File: config.mk
export PLATFORM = sky130hd
export DESIGN_NAME = seg7_bcd_reader
export DESIGN_NICKNAME = d
export VERILOG_FILES = /design/src/rtl/seg7_pkg.sv /design/src/rtl/seg7_decode.sv /design/src/rtl/seg7_bcd_reader.sv
export SDC_FILE = /design/constraint.sdc
export NUM_CORES = 1
export LEC_CHECK = 0
export ABC_AREA = 1
export BUFFER_PORTS_ARGS = -buffer_cell sky130_fd_sc_hd__buf_2
export CORE_UTILIZATION = 46
export DETAILED_ROUTE_END_ITERATION = 8
export GPL_ROUTABILITY_DRIVEN = 0
export GPL_TIMING_DRIVEN = 0
export PLACE_DENSITY_LB_ADDON = 0.08
export SYNTH_ARGS = -nofsm -noshare
export SYNTH_HDL_FRONTEND = slang
export SYNTH_SLANG_ARGS = --single-unit
export TNS_END_PERCENT = 100
File: constraint.sdc
create_clock -name clk -period 1.65 [get_ports clk]
set_input_delay 0.0825 -clock clk [delete_from_list [all_inputs] [get_ports clk]]
set_output_delay 0.0825 -clock clk [all_outputs]
set_load 0.01 [all_outputs]
File: src/rtl/seg7_pkg.sv
// Shared constants for the 7-segment read-back path.
// Segment codes are active-low, bit order {g,f,e,d,c,b,a}.
package seg7_pkg;

   localparam logic [6:0] SEG_0     = 7'h40;
   localparam logic [6:0] SEG_1     = 7'h79;
   localparam logic [6:0] SEG_2     = 7'h24;
   localparam logic [6:0] SEG_3     = 7'h30;
   localparam logic [6:0] SEG_4     = 7'h19;
   localparam logic [6:0] SEG_5     = 7'h12;
   localparam logic [6:0] SEG_6     = 7'h02;
   localparam logic [6:0] SEG_7     = 7'h78;
   localparam logic [6:0] SEG_8     = 7'h00;
   localparam logic [6:0] SEG_9     = 7'h10;
   localparam logic [6:0] SEG_BLANK = 7'h7F;

   localparam logic [3:0] BCD_ERR = 4'hF;

   // StTrack: waiting for a stable pattern; StLocked: pattern already handled
   typedef enum logic {
      StTrack  = 1'b0,
      StLocked = 1'b1
   } state_t;

endpackage

File: src/rtl/seg7_decode.sv
// Combinational 7-segment pattern to BCD decoder.
// Ports:
//   pattern  in  7  active-low segments {g..a}
//   is_digit out 1  pattern is one of the ten digit codes
//   is_blank out 1  pattern is all segments off
//   bcd      out 4  decoded digit, BCD_ERR when not a digit
module seg7_decode
   import seg7_pkg::*;
(
   input  logic [6:0] pattern,
   output logic       is_digit,
   output logic       is_blank,
   output logic [3:0] bcd
);

   always_comb begin
      is_digit = 1'b1;
      is_blank = 1'b0;
      bcd      = BCD_ERR;
      unique case (pattern)
         SEG_0:     bcd = 4'd0;
         SEG_1:     bcd = 4'd1;
         SEG_2:     bcd = 4'd2;
         SEG_3:     bcd = 4'd3;
         SEG_4:     bcd = 4'd4;
         SEG_5:     bcd = 4'd5;
         SEG_6:     bcd = 4'd6;
         SEG_7:     bcd = 4'd7;
         SEG_8:     bcd = 4'd8;
         SEG_9:     bcd = 4'd9;
         SEG_BLANK: begin
            is_digit = 1'b0;
            is_blank = 1'b1;
         end
         default:   is_digit = 1'b0;
      endcase
   end

endmodule

File: src/rtl/seg7_bcd_reader.sv
// Reads back an active-low 7-segment pattern: synchronises it, waits until it is stable for
// STABLE_CYCLES samples, decodes it and offers the result over a one-entry valid/ready output.
// Ports:
//   clk        in   1  clock, rising edge
//   reset      in   1  synchronous active-high reset
//   seg_n      in   7  active-low segments {g..a}, asynchronous to clk
//   out_ready  in   1  consumer accepts the result when high with out_valid
//   out_valid  out  1  out_bcd/out_err hold a result
//   out_bcd    out  4  decoded digit, 4'hF on error
//   out_err    out  1  stable pattern was neither a digit nor blank
//   overrun    out  1  one-cycle pulse when a new result was dropped (output full)
module seg7_bcd_reader
   import seg7_pkg::*;
#(
   parameter int unsigned STABLE_CYCLES = 4,
   parameter int unsigned CNT_W         = 3
) (
   input  logic       clk,
   input  logic       reset,
   input  logic [6:0] seg_n,
   input  logic       out_ready,
   output logic       out_valid,
   output logic [3:0] out_bcd,
   output logic       out_err,
   output logic       overrun
);

   localparam logic [CNT_W-1:0] STABLE_CNT = CNT_W'(STABLE_CYCLES);

   logic [6:0]       meta_q, sync_q, samp_q;
   logic [6:0]       last_q, last_d;
   logic [CNT_W-1:0] cnt_q, cnt_d;
   state_t           state_q, state_d;
   logic             emit;

   logic             is_digit, is_blank;
   logic [3:0]       dec_bcd;

   logic             valid_q, valid_d;
   logic [3:0]       bcd_q, bcd_d;
   logic             err_q, err_d;
   logic             overrun_q, overrun_d;

   seg7_decode u_decode (
      .pattern  (samp_q),
      .is_digit (is_digit),
      .is_blank (is_blank),
      .bcd      (dec_bcd)
   );

   // Stability tracking; emit is evaluated on the cycle the counter reaches its target,
   // so the result register loads on that same edge.
   always_comb begin
      state_d = state_q;
      cnt_d   = cnt_q;
      last_d  = last_q;
      emit    = 1'b0;
      unique case (state_q)
         StTrack: begin
            if (sync_q != samp_q) begin
               cnt_d = '0;
            end else begin
               if (cnt_q != STABLE_CNT) cnt_d = cnt_q + 1'b1;
               if (cnt_d == STABLE_CNT) begin
                  state_d = StLocked;
                  if (is_blank) begin
                     last_d = SEG_BLANK;
                  end else if (samp_q != last_q) begin
                     emit   = 1'b1;
                     last_d = samp_q;
                  end
               end
            end
         end
         StLocked: begin
            if (sync_q != samp_q) begin
               cnt_d   = '0;
               state_d = StTrack;
            end
         end
         default: state_d = StTrack;
      endcase
   end

   // One-entry output register; a result arriving while full and not draining is dropped.
   always_comb begin
      valid_d   = valid_q;
      bcd_d     = bcd_q;
      err_d     = err_q;
      overrun_d = emit & valid_q & ~out_ready;
      if (emit && (!valid_q || out_ready)) begin
         valid_d = 1'b1;
         bcd_d   = is_digit ? dec_bcd : BCD_ERR;
         err_d   = ~is_digit;
      end else if (valid_q && out_ready) begin
         valid_d = 1'b0;
      end
   end

   always_ff @(posedge clk) begin
      if (reset) begin
         meta_q    <= SEG_BLANK;
         sync_q    <= SEG_BLANK;
         samp_q    <= SEG_BLANK;
         last_q    <= SEG_BLANK;
         cnt_q     <= '0;
         state_q   <= StTrack;
         valid_q   <= 1'b0;
         bcd_q     <= 4'd0;
         err_q     <= 1'b0;
         overrun_q <= 1'b0;
      end else begin
         meta_q    <= seg_n;
         sync_q    <= meta_q;
         samp_q    <= sync_q;
         last_q    <= last_d;
         cnt_q     <= cnt_d;
         state_q   <= state_d;
         valid_q   <= valid_d;
         bcd_q     <= bcd_d;
         err_q     <= err_d;
         overrun_q <= overrun_d;
      end
   end

   assign out_valid = valid_q;
   assign out_bcd   = bcd_q;
   assign out_err   = err_q;
   assign overrun   = overrun_q;

endmodule
# --- Word level (Yosys, flattened, before mapping) ---
# Index checks and enable logic that the tools add are counted.
classes:
  n_eq_ne: 15
  bitwise_logic: 6
  addsub: 1
  n_reduce_logical: 9
  muxes: 23
ops:
  columns: ["op", "count"]
  rows:
  - ["$pmux 4 s10", 1]
  - ["$eq 7x7->1 const B", 4]
  - ["$eq 7x5->1 const B", 3]
  - ["$mux 3", 5]
  - ["$eq 7x6->1 const B", 2]
  - ["$mux 7", 2]
  - ["$ne 7x7->1", 2]
  - ["$mux 1", 12]
  - ["$reduce_or 10->1", 1]
  - ["$eq 7x2->1 const B", 1]
  - ["$logic_not 7->1", 1]
  - ["$pmux 3 s2", 1]
  - ["$mux 4", 1]
  - ["$not 1->1", 4]
  - ["$reduce_and 4->1", 1]
  - ["$reduce_bool 2->1", 2]
  - ["$add 3x1->3 const B", 1]
  - ["$eq 3x3->1 const B", 1]
  - ["$ne 3x3->1 const B", 1]
  - ["$and 1x1->1", 2]
  - ["$logic_and 1x1->1", 2]
  - ["$ne 2x1->1 const B", 1]
  - ["$pmux 1 s2", 1]
  - ["$logic_not 1->1", 1]
  - ["$logic_or 1x1->1", 1]
totals:
  word_cells: 64
  register_bits: 39
  inputBits: 10

# --- Depth between registers and ports, before layout ---
depth:
  ltp_word: 10
  ltp_mapped: 13

# --- Hierarchy ---
# A second synthesis with hierarchy kept.
unflattened:
  hier_cells: 266
  hier_area_um2: 1946.9
modules_own_cells:
  columns: ["module", "area_each_um2", "cells_per_inst", "instances"]
  rows:
  - ["seg7_bcd_reader", 1705.4, 216, 1]
  - ["seg7_decode", 241.5, 50, 1]

# --- Worst setup path after synthesis ---
# No wires, ideal clock.
synth_timing:
  path_kind: "register -> register"
  startpoint: "register cnt_q[0]"
  endpoint: "register last_q[3]"
  path_stages_with_launch: 11
  path_slack_ns: 0.036
  n_path_buf: 1
  t_arrival_ns: 1.475
  period_less_slack_ns: 1.614
  t_required_ns: 1.510
  cell_sequence: "dfxtp_1 ha_1 nand2_1 nor2_1 nor3_1 nand3_2 nor2_4 nand2_4 buf_6 nand2_1 o211ai_2"
synth_between:
  elab_chain_cells: 6
  word_cells_on_any_way: 7
  cone_classes: "1 x add/sub; 2 x eq/ne; 3 x mux; 1 x reduce/logical"
synth_lines:
  columns: ["element", "line", "text"]
  rows:
  - ["start, declared", "seg7_bcd_reader.sv:32", "logic [CNT_W-1:0] cnt_q, cnt_d;"]
  - ["start signal, assigned", "seg7_bcd_reader.sv:117", "cnt_q <= cnt_d;"]
  - ["$add 3x1->3 or $ne 3x3->1 (tied branches)", "seg7_bcd_reader.sv:63", "if (cnt_q != STABLE_CNT) cnt_d = cnt_q + 1'b1;"]
  - ["$mux 3 (*)", "seg7_bcd_reader.sv:63", null]
  - ["$mux 3 (*)", "seg7_bcd_reader.sv:60", "if (sync_q != samp_q) begin"]
  - ["$mux 3 (*)", "seg7_bcd_reader.sv:58", "unique case (state_q)"]
  - ["$eq 3x3->1 (*)", "seg7_bcd_reader.sv:64", "if (cnt_d == STABLE_CNT) begin"]
  - ["$reduce_and 4->1 (no line) (*)", null, null]
  - ["end signal, assigned", "seg7_bcd_reader.sv:116", "last_q <= last_d;"]
  - ["end, declared", "seg7_bcd_reader.sv:31", "logic [6:0] last_q, last_d;"]
# Every way passes the cells marked *; elsewhere a longest branch is shown, timed or not. The select of a mux whose other input is x is not followed.
# A chain may end at the register's enable or synchronous reset.

# --- Final worst setup path ---
layout_timing:
  startpoint: "register samp_q[1]"
  endpoint: "register last_q[5]"
layout_between:
  elab_chain_cells: 4
  word_cells_on_any_way: 8
  cone_classes: "3 x eq/ne; 2 x mux; 1 x bitwise; 2 x reduce/logical"
layout_lines:
  columns: ["element", "line", "text"]
  rows:
  - ["start, declared", "seg7_bcd_reader.sv:30", "logic [6:0] meta_q, sync_q, samp_q;"]
  - ["start signal, assigned", "seg7_bcd_reader.sv:115", "samp_q <= sync_q;"]
  - ["$eq 7x7->1", "seg7_decode.sv:20", "unique case (pattern)"]
  - ["$mux 1", "seg7_decode.sv:20", null]
  - ["$reduce_bool 2->1 (no line)", null, null]
  - ["$reduce_and 4->1 (no line)", null, null]
# Several ways; a longest one is shown, not always the timed one.

==> results.yml <==
status:
  status: "completed"
power:
  ir_worst_vdd_v: 0.000615
  power_density_nw_per_um2: 739
  p_total_mw: 1.82
  p_leak_nw: 1.16
setup_path:
  critPathArrivalTime_ns: 1.77
  cp.required_ns: 1.79
  crit_chain: "buf_4 -> inv_4 -> nand2_1 -> nand2_1 -> nand2_2 -> nor2_2 -> nand3_2 -> nor2_4 -> nand2_4 -> nand2_1 -> o211ai_2"
  criticalPathCategory: "flop to flop"
  slowest_stage: "dfxtp_1"
  cp_common_cell: "nand2_1"
  cp-end-kind: "flop"
  cp-start-kind: "flop"
  worstPathMaxFanout: 14
  critPathMaxStageDelay_ns: 0.30
timing:
  finalSetupTns_ns: 0
  fin_crit_ns: 1.63
  setup_slack_ns: 0.0236
  worst_clock_skew_ns: 0.00640
  slew_violations: 0
  fmax_ghz: 0.615
  worst_pin_slew_ns: 0.596
  setup_viol: 0
  relSlewSlack_pct: 60.3
  post-route-period-util_pct: 98.6
  grt_setup_unrepaired: "yes"
  final_hold_viol_count: 0
grt:
  grt_pass1_wl_um: 6480
  grt_pass1_vias: 1527
  grt_max_degree: 15
  grt_antenna_before_repair: 0
  grt_usage_pct: 19.2
  overflow: 0
place:
  post-place-ws_ns: -0.147
  placed_area_um2: 2100
  io_buffers: 16
  dp_hpwl_um: 2710
floorplan:
  row_count: 23
  die_x_um: 67.2
  io_pins: 17
  die_area_um2: 4520
  core_um2: 4030
  start_util_pct: 48.5
  die_h_um: 67.2
clock_network:
  clock_latency_ns: 0.29
  cts_root_buf: "clkbuf_8"
  cts_tree: "built"
  clkTransAtPathRegs_ns: 0.07
  cts-buffers-inserted: 5
  h-tree-depth: 2
  clock_path_buffers: 2
  cts.sinks: 39
layout:
  utilization_pct: 61.0
  fin_nets: 312
  antenna_cells: 0
  drive_gt1_share_pct: 36.5
  syn2layout_area_growth_pct: 25.6
  postLayoutCellArea_um2: 2460
synth:
  synth.top_cell.area_share_pct: 39.9
  ys_seq_elements: 39
  ys_warn_count: 0
  async_reset_ff_share_pct: 0
  synth-seq-area-share_pct: 39.9
  ys.flop_type: "dfxtp_1"
  synth_area_leaders: "dfxtp_1, nand2_1, nor2_1"
  ys_types: 30
  netlist_area_um2: 1960
  synth_area_leader_cell: "dfxtp_1"
  avgSynthCellArea_um2: 7.44
  syn-num-nets: 275
  synth_edf_count: 0
  postSynthCellCount: 263
hold_path:
  hold_path.class: "input pin to flop"
route:
  wl_per_cell_um: 11.1
  drc_errors: 0
  drt_wl_total_um: 3910
  firstDrtPassIters: 7
  drt-initial-drc-count: 114
  drtAntennaViolNets: 0
  vias: 1638
  via_per_inst: 4.67
job:
  max-cap-violations: 0
[worst paths after layout]
kind,startpoint,end,slack (ns),cells past startpoint
max,samp_q[1],last_q[5],0.02,11
max reg2reg,samp_q[1],last_q[5],0.02,11
min,out_ready,out_valid,0.14,3
min reg2reg,meta_q[4],sync_q[4],0.41,1
[sequential cells by signal, indices dropped and copies added (netlist names)]
name / count
out_bcd: 4
cnt_q: 3
sync_q: 7
last_q: 7
samp_q: 7
overrun: 1
out_err: 1
out_valid: 1
meta_q: 7
state_q: 1
[per-stage QoR]
step,cells,hold WS [ns]
global route,351,0.138
finish,351,0.142
global placement,329,0.265
detailed placement,329,0.266
floorplan,263,0.186
CTS,348,0.138
[synth_stat cells, types with 2 or more instances]
library cell	n
nor2_4	3
clkbuf_1	2
nand3_1	9
dfxtp_1	39
buf_4	5
or2_2	16
nand2_1	69
inv_1	26
nor3_1	4
nand2_2	2
nor2_2	3
ha_1	2
xor2_1	4
xnor2_1	7
inv_2	8
nor2_1	31
a21oi_1	8
nand4_1	4
o211ai_2	7
nand3_2	4
[repair_timing]
item	4_1_cts	5_1_grt
pin swaps	5	10
hold buffers	7	0
endpoints found under the hold margin	7	0
setup buffers	5	3
endpoints found under the setup margin	12	13
resized for setup	6	37
[kinds of logic after synthesis]
| kind of cell | share of synthesized area, % |
|---|---|
| AOI/OAI and AO/OA | 7.29 |
| xor gates and xnor gates | 5.76 |
| adders and majority gates | 1.28 |
| buffers and inverters | 10.0 |
| DFF | 39.9 |
| and+or+nand+nor | 35.7 |
[cells in the final DEF (no fill, tap or decap), types with 2 or more instances in the layout]
cell | netlist | routed
dlygate4sd3_1 | 0 | 7
nand3_4 | 0 | 2
o211ai_2 | 7 | 7
nor2_1 | 31 | 28
buf_6 | 1 | 3
nand4_1 | 4 | 4
nand2_1 | 69 | 62
ha_4 | 0 | 2
nand3_1 | 9 | 6
nor3_2 | 1 | 4
inv_4 | 0 | 3
nor2_4 | 3 | 5
buf_4 | 5 | 11
clkbuf_8 | 0 | 5
buf_2 | 1 | 16
clkbuf_1 | 2 | 3
nor2_2 | 3 | 4
inv_2 | 8 | 8
a21oi_1 | 8 | 8
xor2_1 | 4 | 3
nand3_2 | 4 | 5
xnor2_1 | 7 | 7
dfxtp_2 | 0 | 4
nand2_2 | 2 | 9
or2_2 | 16 | 16
dfxtp_1 | 39 | 34
inv_1 | 26 | 23
[critical path, delay by kind of cell, from the launching register on]
kind	cells	cell delay (ns)
AOI/OAI and AO/OA	1	0.07
buffers and inverters	2	0.23
DFF	1	0.30
and+or+nand+nor	8	0.88
[area by class of cell]
class	count	area, µm²
clock buffers	6	72.6
clock inverters	2	12.5
fillers	381	1570
inverters	35	139
well taps	50	62.6
multi-input cells	179	1100
plain buffers	9	67.6
repair buffers	31	210
flip-flops and latches	39	790
[power breakdown]
group / leakage [nW] / switching (mW) / internal, mW
clock: 0.0412 / 0.325 / 0.295
sequential: 0.319 / 0.0160 / 0.965
combinational: 0.805 / 0.120 / 0.0948
total: 1.16 / 0.461 / 1.35
[per-layer routing]
layer	global-route usage, %	vias up	part of all wire (%)
met5	0	-	0
met4	6.38	0	0.77
met3	3.55	4	2.6
met2	32.1	21	49
met1	24.6	734	48
li1	-	879	-
No activity file was read; power rests on OpenSTA's default activity.
